--- config.mk ---
export PLATFORM = sky130hd
export DESIGN_NAME = fetch_sequencer
export DESIGN_NICKNAME = d
export VERILOG_FILES = /design/src/rtl/fetch_pkg.sv /design/src/rtl/jump_cond.sv /design/src/rtl/fetch_sequencer.sv
export SDC_FILE = /design/constraint.sdc
export NUM_CORES = 1
export LEC_CHECK = 0
export BUFFER_PORTS_ARGS = -buffer_cell sky130_fd_sc_hd__buf_2
export CAP_MARGIN = 20
export CELL_PAD_IN_SITES_DETAIL_PLACEMENT = 1
export CELL_PAD_IN_SITES_GLOBAL_PLACEMENT = 1
export CORE_MARGIN = 10
export CORE_UTILIZATION = 34
export CTS_CLUSTER_SIZE = 28
export DETAILED_ROUTE_END_ITERATION = 8
export PLACE_DENSITY_LB_ADDON = 0.1
export SLEW_MARGIN = 15
export SYNTH_ARGS = -nofsm -noshare
export SYNTH_HDL_FRONTEND = slang
export SYNTH_SLANG_ARGS = --single-unit
--- constraint.sdc ---
create_clock -name clk_i -period 2.7 [get_ports clk_i]
set_clock_uncertainty 0.2 [all_clocks]
set_input_delay 0.27 -clock clk_i [delete_from_list [all_inputs] [get_ports clk_i]]
set_output_delay 0.27 -clock clk_i [all_outputs]
set_load 0.01 [all_outputs]
--- src/rtl/fetch_pkg.sv ---
// Shared definitions for the fetch/execute sequencer.
//   state_e        : sequencer states, 3-bit encoding
//   JNone..JMp     : C-instruction jump codes (instr[2:0])
//   InstrCBit      : bit that marks a C-instruction
//   JumpLsb        : LSB of the 3-bit jump field
package fetch_pkg;

   typedef enum logic [2:0] {
      StIdle   = 3'd0,
      StFetch  = 3'd1,
      StDecode = 3'd2,
      StExec   = 3'd3,
      StUpdate = 3'd4,
      StHalt   = 3'd5
   } state_e;

   localparam logic [2:0] JNone = 3'b000;
   localparam logic [2:0] JGt   = 3'b001;
   localparam logic [2:0] JEq   = 3'b010;
   localparam logic [2:0] JGe   = 3'b011;
   localparam logic [2:0] JLt   = 3'b100;
   localparam logic [2:0] JNe   = 3'b101;
   localparam logic [2:0] JLe   = 3'b110;
   localparam logic [2:0] JMp   = 3'b111;

   localparam int unsigned InstrCBit = 15;
   localparam int unsigned JumpLsb   = 0;

endpackage

--- src/rtl/jump_cond.sv ---
// Jump condition evaluator (combinational).
//   j_i    : 3-bit jump code
//   zr_i   : ALU result zero
//   ng_i   : ALU result negative
//   take_o : 1 when the jump condition holds
module jump_cond
   import fetch_pkg::*;
(
   input  logic [2:0] j_i,
   input  logic       zr_i,
   input  logic       ng_i,
   output logic       take_o
);

   always_comb begin
      take_o = 1'b0;
      unique case (j_i)
         JNone: take_o = 1'b0;
         JGt:   take_o = !ng_i && !zr_i;
         JEq:   take_o = zr_i;
         JGe:   take_o = !ng_i;
         JLt:   take_o = ng_i;
         JNe:   take_o = !zr_i;
         JLe:   take_o = ng_i || zr_i;
         JMp:   take_o = 1'b1;
      endcase
   end

endmodule

--- src/rtl/fetch_sequencer.sv ---
// Fetch/execute controller: fetches one instruction via req/ack, hands it to the
// datapath, waits for exec_done and then pulses the PC to increment or jump.
//   clk_i, rst_ni           : clock, async active-low reset
//   run_i, halt_req_i       : run permission level, sticky halt request
//   pc_value_i              : current PC
//   pc_inc_o/pc_load_o      : PC update pulses; pc_data_o is the jump target
//   imem_req_o/imem_addr_o  : instruction fetch request/address
//   imem_ack_i/imem_rdata_i : fetch response
//   instr_o/instr_valid_o   : latched instruction, pulse when newly latched
//   exec_done_i             : datapath finished
//   a_reg_i, alu_zr_i/ng_i  : jump target and ALU flags
//   halted_o, fault_o       : stopped, fetch timeout
//   retired_o               : completed instruction count
module fetch_sequencer
   import fetch_pkg::*;
#(
   parameter int unsigned WIDTH          = 16,
   parameter int unsigned FETCH_TIMEOUT  = 15,
   parameter bit          SELF_LOOP_HALT = 1'b1
) (
   input  logic             clk_i,
   input  logic             rst_ni,
   input  logic             run_i,
   input  logic             halt_req_i,
   input  logic [WIDTH-1:0] pc_value_i,
   output logic             pc_inc_o,
   output logic             pc_load_o,
   output logic [WIDTH-1:0] pc_data_o,
   output logic             imem_req_o,
   output logic [WIDTH-1:0] imem_addr_o,
   input  logic             imem_ack_i,
   input  logic [WIDTH-1:0] imem_rdata_i,
   output logic [WIDTH-1:0] instr_o,
   output logic             instr_valid_o,
   input  logic             exec_done_i,
   input  logic [WIDTH-1:0] a_reg_i,
   input  logic             alu_zr_i,
   input  logic             alu_ng_i,
   output logic             halted_o,
   output logic             fault_o,
   output logic [WIDTH-1:0] retired_o
);

   localparam logic [7:0] TimeoutLast = 8'(FETCH_TIMEOUT - 1);

   state_e           state_q, state_d;
   logic [WIDTH-1:0] instr_q, instr_d;
   logic [WIDTH-1:0] retired_q, retired_d;
   logic [7:0]       tmo_q, tmo_d;
   logic             halt_q, halt_d;
   logic             fault_q, fault_d;
   logic             zr_q, zr_d;
   logic             ng_q, ng_d;

   logic       take;
   logic       jump;
   logic       self_loop;
   logic       halt_pend;
   logic [2:0] jcode;

   assign jcode = instr_q[JumpLsb +: 3];

   jump_cond u_jump_cond (
      .j_i    (jcode),
      .zr_i   (zr_q),
      .ng_i   (ng_q),
      .take_o (take)
   );

   assign jump      = instr_q[InstrCBit] && take;
   // Unconditional jump to itself: the program has ended.
   assign self_loop = SELF_LOOP_HALT && instr_q[InstrCBit] && (jcode == JMp) &&
                      (a_reg_i == pc_value_i);
   // A request arriving in the boundary cycle itself must not be lost.
   assign halt_pend = halt_q || halt_req_i;

   always_comb begin
      state_d   = state_q;
      instr_d   = instr_q;
      retired_d = retired_q;
      tmo_d     = tmo_q;
      halt_d    = halt_pend;
      fault_d   = fault_q;
      zr_d      = zr_q;
      ng_d      = ng_q;
      unique case (state_q)
         StIdle: begin
            if (halt_pend) begin
               state_d = StHalt;
            end else if (run_i) begin
               state_d = StFetch;
            end
         end
         StFetch: begin
            // Ack has priority over a timeout landing in the same cycle.
            if (imem_ack_i) begin
               instr_d = imem_rdata_i;
               tmo_d   = 8'd0;
               state_d = StDecode;
            end else if (tmo_q == TimeoutLast) begin
               tmo_d   = 8'd0;
               fault_d = 1'b1;
               state_d = StHalt;
            end else begin
               tmo_d = tmo_q + 8'd1;
            end
         end
         StDecode: state_d = StExec;
         StExec: begin
            if (exec_done_i) begin
               zr_d    = alu_zr_i;
               ng_d    = alu_ng_i;
               state_d = StUpdate;
            end
         end
         StUpdate: begin
            retired_d = retired_q + WIDTH'(1);
            if (halt_pend || self_loop) begin
               state_d = StHalt;
            end else if (run_i) begin
               state_d = StFetch;
            end else begin
               state_d = StIdle;
            end
         end
         StHalt: state_d = StHalt;
         default: state_d = StIdle;
      endcase
   end

   always_ff @(posedge clk_i or negedge rst_ni) begin
      if (!rst_ni) begin
         state_q   <= StIdle;
         instr_q   <= '0;
         retired_q <= '0;
         tmo_q     <= 8'd0;
         halt_q    <= 1'b0;
         fault_q   <= 1'b0;
         zr_q      <= 1'b0;
         ng_q      <= 1'b0;
      end else begin
         state_q   <= state_d;
         instr_q   <= instr_d;
         retired_q <= retired_d;
         tmo_q     <= tmo_d;
         halt_q    <= halt_d;
         fault_q   <= fault_d;
         zr_q      <= zr_d;
         ng_q      <= ng_d;
      end
   end

   // Outputs decode the state register only; no path from ack/done.
   assign imem_req_o    = (state_q == StFetch);
   assign imem_addr_o   = imem_req_o ? pc_value_i : '0;
   assign instr_valid_o = (state_q == StDecode);
   assign pc_load_o     = (state_q == StUpdate) && jump;
   assign pc_inc_o      = (state_q == StUpdate) && !jump;
   assign pc_data_o     = pc_load_o ? a_reg_i : '0;
   assign halted_o      = (state_q == StHalt);
   assign fault_o       = fault_q;
   assign instr_o       = instr_q;
   assign retired_o     = retired_q;

endmodule

# Word-level counts from Yosys, hierarchy flattened

Cells that the tools add are included.
W data, S select, Z words.

Register bits: 47
Input bits: 56
Output and inout port bits: 70
Word-level logic and storage cells: 59

$add $sub $neg: 2
Equal/unequal tests: 17
Multiplexer cells: 13
Bitwise gates (word level): 1
Reductions and logical operators: 18

Operator list:

| operator                | number |
|---|---|
| $mux W16                | 2 |
| $eq A3 B3 Y1 const B    | 6 |
| $mux W3                 | 6 |
| $pmux W3 S6             | 1 |
| $add A16 B1 Y16 const B | 1 |
| $eq A16 B16 Y1          | 1 |
| $mux W8                 | 2 |
| $eq A3 B2 Y1 const B    | 4 |
| $add A8 B1 Y8 const B   | 1 |
| $eq A8 B4 Y1 const B    | 1 |
| $pmux W1 S8             | 1 |
| $eq A3 B1 Y1 const B    | 2 |
| $logic_and A1 B1 Y1     | 6 |
| $logic_not A3 Y1        | 2 |
| $reduce_and A3 Y1       | 2 |
| $reduce_and A2 Y1       | 2 |
| $logic_not A1 Y1        | 3 |
| $logic_or A1 B1 Y1      | 3 |
| $ne A3 B1 Y1 const B    | 1 |
| $ne A3 B3 Y1 const B    | 1 |
| $ne A2 B2 Y1 const B    | 1 |
| $mux W1                 | 1 |
| $not A1 Y1              | 1 |

# Longest topological paths before layout

Gate-level depths: netlist of run 1.

Depth after elaboration: 6
Depth in mapped cells: 9
Depth with buffers taken out: 7

# Modules after synthesis

A second synthesis of run 1 with hierarchy kept.

Cells, all modules: 250
Area total of the unflattened synthesis: 2647.5 um2

By module, submodules not included:

| module          | times used | cells each | area an instance (um2) | seq. area each (um2) |
|---|---|---|---|---|
| fetch_sequencer | 1          | 245        | 2613.8                 | 1176.1 |
| jump_cond       | 1          | 5          | 33.8                   | 0.0 |

# Worst setup path after synthesis of run 1

Ideal clock, no wire load.

Path type: flip-flop to output port
Start point: register state_q[1]
End point: output pc_data_o[10]
Arrival: 1509 ps
Required time: 2230 ps
Setup slack: 721 ps
Cell stages (with the launch flop): 7
Path buffers: 2
Path through: dfrtp_1 -> buf_2 -> nor3b_4 -> inv_1 -> nor2_2 -> buf_2 -> and2_1

Word-level cells in the longest chain between the ends: 3

Ends and longest elaborated chain:

| what                   | line                   | RTL |
|---|---|---|
| from (decl)            | fetch_sequencer.sv:46  | `state_e state_q, state_d;` |
| from (signal assigned) | fetch_sequencer.sv:133 | `state_q <= StIdle;` |
| from (signal assigned) | fetch_sequencer.sv:142 | `state_q <= state_d;` |
| $eq A3 B3 Y1           | fetch_sequencer.sv:157 | `assign pc_load_o = (state_q == StUpdate) && jump;` |
| $logic_and A1 B1 Y1    | fetch_sequencer.sv:157 |  |
| named net pc_load_o    | fetch_sequencer.sv:27  | `output logic pc_load_o,` |
| $mux W16               | fetch_sequencer.sv:159 | `assign pc_data_o = pc_load_o ? a_reg_i : '0;` |
| to (decl)              | fetch_sequencer.sv:28  | `output logic [WIDTH-1:0] pc_data_o,` |

The timed path passes the listed nets, and every way through them passes these cells.

# Worst setup path in the final report of run 1

Start point: register state_q[0]
End point: output imem_addr_o[4]

Word-level cells in the longest chain between the ends: 2

Ends and longest elaborated chain:

| what         | line                   | RTL |
|---|---|---|
| $eq A3 B1 Y1 | fetch_sequencer.sv:154 | `assign imem_req_o = (state_q == StFetch);` |
| $mux W16     | fetch_sequencer.sv:155 | `assign imem_addr_o = imem_req_o ? pc_value_i : '0;` |
| to (decl)    | fetch_sequencer.sv:30  | `output logic [WIDTH-1:0] imem_addr_o,` |

Every way passes these cells.

==> out/metrics.csv, run 1 <==
metric,value,unit
outcome,finished clean,
endpoints failing hold,0,
final standard cell area without fillers,3620,um2
die span in x,107,um
worst endpoint data arrival time,1.85,ns
fillcell total,867,
HPWL after DPL,6.49,mm
async set-or-reset flop fraction in the synthesized netlist,1.00,
syn avg cell area,10.5,um2
cells along the critical path,and2b_2 -> nand2b_1 -> inv_2 -> and2_1 -> buf_2,
weighted congestion reported at the end of routability-driven placement,0.720,
type of the tightest min-delay check,in2reg,
clock network latency to the later pin of the worst-skew pair,0.30,ns
remaining global-route overflow,0,
die outline area,11500,um2
CTS tree,done,
NetSw,0.00108,W
Yosys Warn Count,0,
shortest period the worst path allows,2.32,ns
max-cap viol count,0,
highest attainable clock frequency,0.432,GHz
combined flip-flop and latch cell area,1180,um2
number of standard cells after synthesis,245,
boundary pin count,126,
Vias per Instance,4.68,
fraction of power consumed by the clock network,0.164,
GRT Overall Usage,0.140,
largest net degree at the start of global routing,23,
Clock Tree Buf Depth,2,
post-DR wirelength/cell,16.2,um
number of flops mapped to enable cells by yosys,0,
post-place instance area,3330,um2
"most common cell after layout, fill and taps aside",sky130_fd_sc_hd__buf_2,
number of antenna violations at the first check in global routing,1,
total core area,7330,um2
final routed wirelength across all metal layers,8.04,mm
Post-route DRC,0,
drt initial violations,36,
first-pass GRT wire length,13.0,mm
period utilization,0.858,
relative contribution of combinational cells to total power,0.433,
"Distinct cells, synth",42,
final slew viol count,0,
post-synthesis cell area,2580,um2
headroom to the max-slew limit,0.603,
share of synthesized area occupied by flip-flops and latches,0.456,
level count of the clock H-tree,2,
number of sinks driven by the clock tree,47,
required time of the critical path,2.23,ns
cts bufs inserted,5,
"Clk pin slew, worst setup/hold paths",0.08,ns
num rows,31,
slowest CP cell,sky130_fd_sc_hd__dfrtp_1,
total of buffers placed on input and output ports,125,
Most used DFF post-synth,sky130_fd_sc_hd__dfrtp_1,
fraction of final layout cells sized beyond drive strength 1,0.438,
peak ir drop on the vdd network,0.523,mV
critical path's largest stage delay,0.53,ns
Root Buffer,sky130_fd_sc_hd__clkbuf_8,
nature of the critical path startpoint,flip-flop,
effective utilization at floorplan,0.352,
endpoints failing setup,0,
total nets after synthesis,304,
proportion of total power due to net switching,0.384,
number of synthesized register bits,47,
number of non-filler instances in the completed layout,495,
leak pwr,1.82,nW
startpoint-to-endpoint class of the critical path,reg2out,
Critical Path End Type,primary output,
vias in the first global route,2559,
placed insts,468,
footprint of the multi-input gates,1340,um2
nets,453,
detailed-router iteration count before antenna repair,4,
growth of design area from synthesis to finish,40.3,%
sequential share of power,0.403,
power density of the placed cells,774,nW/um2
setup_tns,0,ns
Int Pwr,0.00172,W
"leading cell types in the layout, fill and taps excluded","sky130_fd_sc_hd__buf_2 (125), sky130_fd_sc_hd__dfrtp_1 (47), sky130_fd_sc_hd__and2_1 (33), sky130_fd_sc_hd__nand2_1 (23)",
vias,2316,
CP max FO,22,
chip height,107,um
final antenna-violating net count,0,
setup repair after global routing missed its margin,false,
slew of the pin with the lowest slew margin,0.594,ns
## cell families after synthesis
logic type | share of synthesized area
adder cells (fa/ha/maj) | 0.0146
multiplexers | 0.0829
buffers and inverters | 0.0276
AO/OA/AOI/OAI | 0.0616
AND/OR/NAND/NOR | 0.245
flip-flops | 0.456
XOR/XNOR | 0.112
## layout make-up
type                            count  area share
Clock buffer                        6      0.0228
Inverter                            6     0.00622
Timing Repair Buffer              150       0.237
Clock inverter                      2     0.00449
Antenna cell                        1    0.000691
Sequential cell                    47       0.325
Tap cell                           99      0.0342
Multi-Input combinational cell    184       0.370
## Yosys cell counts (3+ instances only)
cell                        n  area (um2)
sky130_fd_sc_hd__nand3_1    7        35.0
sky130_fd_sc_hd__nor2b_1    4        25.0
sky130_fd_sc_hd__dfrtp_1   47        1180
sky130_fd_sc_hd__nand2b_1   4        25.0
sky130_fd_sc_hd__nor4_1     4        25.0
sky130_fd_sc_hd__xnor2_1   14         123
sky130_fd_sc_hd__nand2_1   23        86.3
sky130_fd_sc_hd__mux2_2    19         214
sky130_fd_sc_hd__ha_1       3        37.5
sky130_fd_sc_hd__and2_1    33         206
sky130_fd_sc_hd__nor2_1    10        37.5
sky130_fd_sc_hd__inv_1      5        18.8
sky130_fd_sc_hd__o21ai_0   11        55.1
sky130_fd_sc_hd__buf_2      3        15.0
sky130_fd_sc_hd__and3_1     3        18.8
sky130_fd_sc_hd__nand4_1    6        37.5
sky130_fd_sc_hd__xor2_1    19         166
## metrics by stage
step / utilization / worst slack (ns) / power [W] / hold WS, ns
floorplan: - / 0.721 / 0.00184 / -0.226
global placement: 0.455 / 0.476 / 0.00231 / 0.000113
detailed placement: 0.455 / 0.396 / 0.00236 / -0.00727
CTS: 0.493 / 0.172 / 0.00285 / 0.00172
global route: 0.494 / 0.151 / 0.00302 / 0.0120
finish: 0.494 / 0.383 / 0.00280 / 0.00797
## final timing paths
check / from / endpoint / slack (ns) / depth (start not counted)
max in group asynchronous: rst_ni / instr_o[1] / 1.55 / 3
min in group asynchronous: rst_ni / retired_o[8] / 0.19 / 2
worst min register to register: retired_o[15] / retired_o[15] / 0.29 / 1
worst max register to register: tmo_q[0] / tmo_q[3] / 0.38 / 7
worst max-delay path: state_q[0] / imem_addr_o[4] / 0.38 / 5
worst min-delay path: halt_req_i / halt_q / 0.008 / 3
## repair_timing
item / 4_1_cts / 5_1_grt
gates resized for setup: 0 / 1
hold buffers: 18 / 0
setup buffers: 0 / 0
setup endpoints to repair: 0 / 16
hold endpoints to repair: 29 / 0
## metal layers
metal  track usage  vias to the layer above  part of all wire
met5             0                        -                 0
met4        0.0319                        0             0.011
met3        0.0521                        7             0.063
met2         0.250                       55              0.52
met1         0.153                     1127              0.40
li1              -                     1127                 -
## critical path: cells and delay by family (launching register included)
family | cells | cell delay (ns)
DFF | 1 | 0.53
buffers and inverters | 2 | 0.44
and+or+nand+nor | 3 | 0.58
## sequential cells by signal, indices dropped and copies added (netlist names)
register   cells
instr_o       16
retired_o     16
tmo_q          8
state_q        3
fault_o        1
halt_q         1
ng_q           1
zr_q           1
## power by group through the flow
stage / Combinational, W / Clock (W) / Sequential (W)
floorplan: 0.000679 / 0 / 0.00116
global placement: 0.00119 / 0 / 0.00113
detailed placement: 0.00121 / 0 / 0.00114
CTS: 0.00124 / 0.000483 / 0.00113
global route: 0.00135 / 0.000507 / 0.00117
finish: 0.00121 / 0.000459 / 0.00113
(Power assumes the default switching activity.)
==> inputs of run 2 (changes only) <==
Clock period 2.7 ns to 2.3 ns, I/O delays scaled along.
==> run 2 against run 1 <==
Cell area increased by 2.9%. Global-route usage increased by 0.32 points. Total power increased by 24%. Highest routed layer unchanged.
==> out/metrics.csv, run 2 (same netlist as run 1, synthesis figures left out) <==
metric,value,unit,change
outcome,finished clean,,
slew of the pin with the lowest slew margin,0.405,ns,-0.188 ns
weighted congestion reported at the end of routability-driven placement,0.763,,+5.9%
buffers plus inverters on the worst setup path,3,,+1
sequential share of power,0.380,,-0.023
"Clk pin slew, worst setup/hold paths",0.09,ns,about the same
leak pwr,1.87,nW,+2.7%
highest attainable clock frequency,0.467,GHz,
setup repair after global routing missed its margin,false,,
footprint of the multi-input gates,1350,um2,+0.56%
max-cap viol count,0,,unchanged
level count of the clock H-tree,2,,unchanged
number of non-filler instances in the completed layout,502,,+1.4%
top layer reached by signal wires,met4,,
drt initial violations,40,,+11%
period utilization,0.930,,
NetSw,0.00129,W,+20%
startpoint-to-endpoint class of the critical path,reg2out,,
Critical Path End Type,primary output,,
setup_tns,0,ns,unchanged
required time of the critical path,1.87,ns,-0.36 ns
HPWL after DPL,6.55,mm,+0.96%
final routed wirelength across all metal layers,8.22,mm,+2.2%
total core area,7330,um2,unchanged
boundary pin count,126,,unchanged
remaining global-route overflow,0,,unchanged
CTS tree,done,,
power density of the placed cells,932,nW/um2,+20%
detailed-router iteration count before antenna repair,4,,unchanged
slowest CP cell,sky130_fd_sc_hd__dfrtp_1,,
worst endpoint data arrival time,1.71,ns,-0.14 ns
"most common cell after layout, fill and taps aside",sky130_fd_sc_hd__buf_2,,
number of antenna violations at the first check in global routing,0,,-1
fraction of final layout cells sized beyond drive strength 1,0.444,,+0.00619
endpoints failing hold,0,,unchanged
GRT Overall Usage,0.143,,+0.00324
number of sinks driven by the clock tree,47,,unchanged
Overall Power,0.00347,W,+24%
fillcell total,877,,+1.2%
nets,461,,+1.8%
total of buffers placed on input and output ports,125,,unchanged
cells along the critical path,and2b_2 -> nand2b_1 -> inv_2 -> buf_12 -> and2_1 -> buf_2,,
Root Buffer,sky130_fd_sc_hd__clkbuf_8,,
vias in the first global route,2563,,+0.16%
effective utilization at floorplan,0.352,,unchanged
relative contribution of combinational cells to total power,0.440,,+0.007
buffer count from post-CTS setup fixing,0,,unchanged
placed insts,473,,+1.1%
fraction of power consumed by the clock network,0.180,,+0.016
nature of the critical path startpoint,flip-flop,,
num rows,31,,unchanged
post-DR wirelength/cell,16.4,um,+0.79%
vias,2345,,+1.3%
CP max FO,21,,-4.5%
"leading cell types in the layout, fill and taps excluded","sky130_fd_sc_hd__buf_2 (125), sky130_fd_sc_hd__dfrtp_1 (47), sky130_fd_sc_hd__and2_1 (33), sky130_fd_sc_hd__nand2_1 (23), sky130_fd_sc_hd__dlygate4sd3_1 (21)",,
first-pass GRT wire length,13.3,mm,+2.4%
WL met1,3.24,mm,unchanged
critical path's largest stage delay,0.50,ns,-0.03 ns
clock network latency to the later pin of the worst-skew pair,0.30,ns,about the same
final slew viol count,0,,unchanged
type of the tightest min-delay check,in2reg,,
final antenna-violating net count,0,,unchanged
peak ir drop on the vdd network,0.485,mV,-7.3%
WL met2,4.45,mm,+5.7%
Int Pwr,0.00218,W,+26%
cts bufs inserted,5,,unchanged
number of antenna cells inserted,0,,-1
largest net degree at the start of global routing,26,,+13%
amount of wire on met3 after detailed routing,432,um,-15%
combined flip-flop and latch cell area,1180,um2,unchanged
growth of design area from synthesis to finish,44.4,%,
shortest period the worst path allows,2.14,ns,
chip height,107,um,unchanged
Worst path top cell family by delay,simple AND/OR/NAND/NOR gates,,
Placement Setup Slack,0.0410,ns,-0.355 ns
"crit path setup slack, layout",0.160,ns,-0.223 ns
die span in x,107,um,unchanged
Clock Tree Buf Depth,2,,unchanged
Vias per Instance,4.67,,-0.16%
endpoints failing setup,0,,unchanged
Post-route DRC,0,,unchanged
die outline area,11500,um2,unchanged
proportion of total power due to net switching,0.372,,-0.0119
headroom to the max-slew limit,0.727,,+0.124
run 2: cell type report:
cell class,count,share of cell area
sequential,47,0.316
tap,99,0.0333
clock buffer,5,0.0185
inverter,6,0.00605
clock inverter,3,0.0124
timing repair buffer,158,0.253
multi-input combinational,184,0.361
run 2: path summary, 6_finish.rpt:
check / from / to / slack [ns] / depth (start not counted)
hold / removal: exec_done_i / state_q[1] / 0.09 / 4
max in group asynchronous: rst_ni / halt_q / 1.20 / 3
setup reg to reg: tmo_q[1] / tmo_q[3] / 0.20 / 6
hold reg to reg: retired_o[15] / retired_o[15] / 0.27 / 1
min in group asynchronous: rst_ni / instr_o[1] / 0.10 / 2
setup / recovery: state_q[1] / imem_addr_o[10] / 0.16 / 6
run 2: worst reg2reg max path: stages, from the launching register on:
cell                       delay, ns
sky130_fd_sc_hd__dfrtp_1        0.43
sky130_fd_sc_hd__ha_1           0.18
sky130_fd_sc_hd__or4b_4         0.48
sky130_fd_sc_hd__o211ai_4       0.39
sky130_fd_sc_hd__nor2b_1        0.08
sky130_fd_sc_hd__o21ai_0        0.15
sky130_fd_sc_hd__o31ai_1        0.09
run 2: layer usage:
metal | vias to the layer above | global-route usage
li1 | 1145 | -
met1 | 1137 | 0.152
met2 | 55 | 0.267
met3 | 8 | 0.0425
met4 | 0 | 0.0368
met5 | - | 0
run 2: power by group through the flow:
stage / clock [W] / combinational, W / sequential, W
after floorplan: 0 / 0.000797 / 0.00137
after global placement: 0 / 0.00148 / 0.00131
after detailed placement: 0 / 0.00152 / 0.00133
after CTS: 0.000659 / 0.00156 / 0.00132
after global routing: 0.000691 / 0.00169 / 0.00136
final: 0.000627 / 0.00153 / 0.00132
run 2: metrics by stage:
| stage | hold slack [ns] | cell area (um2) | utilization |
|---|---|---|---|
| floorplan | -0.266 | 2580 | - |
| global placement | -0.114 | 3380 | 0.462 |
| detailed placement | -0.109 | 3380 | 0.462 |
| CTS | 0.0711 | 3710 | 0.506 |
| global route | 0.112 | 3720 | 0.508 |
| finish | 0.0882 | 3720 | 0.508 |
run 2: repair_timing:
| item | CTS | global route |
|---|---|---|
| hold endpoints to repair | 67 | 0 |
| setup endpoints to repair | 0 | 21 |
| hold buffers | 21 | 0 |
| gates resized for setup | 0 | 4 |
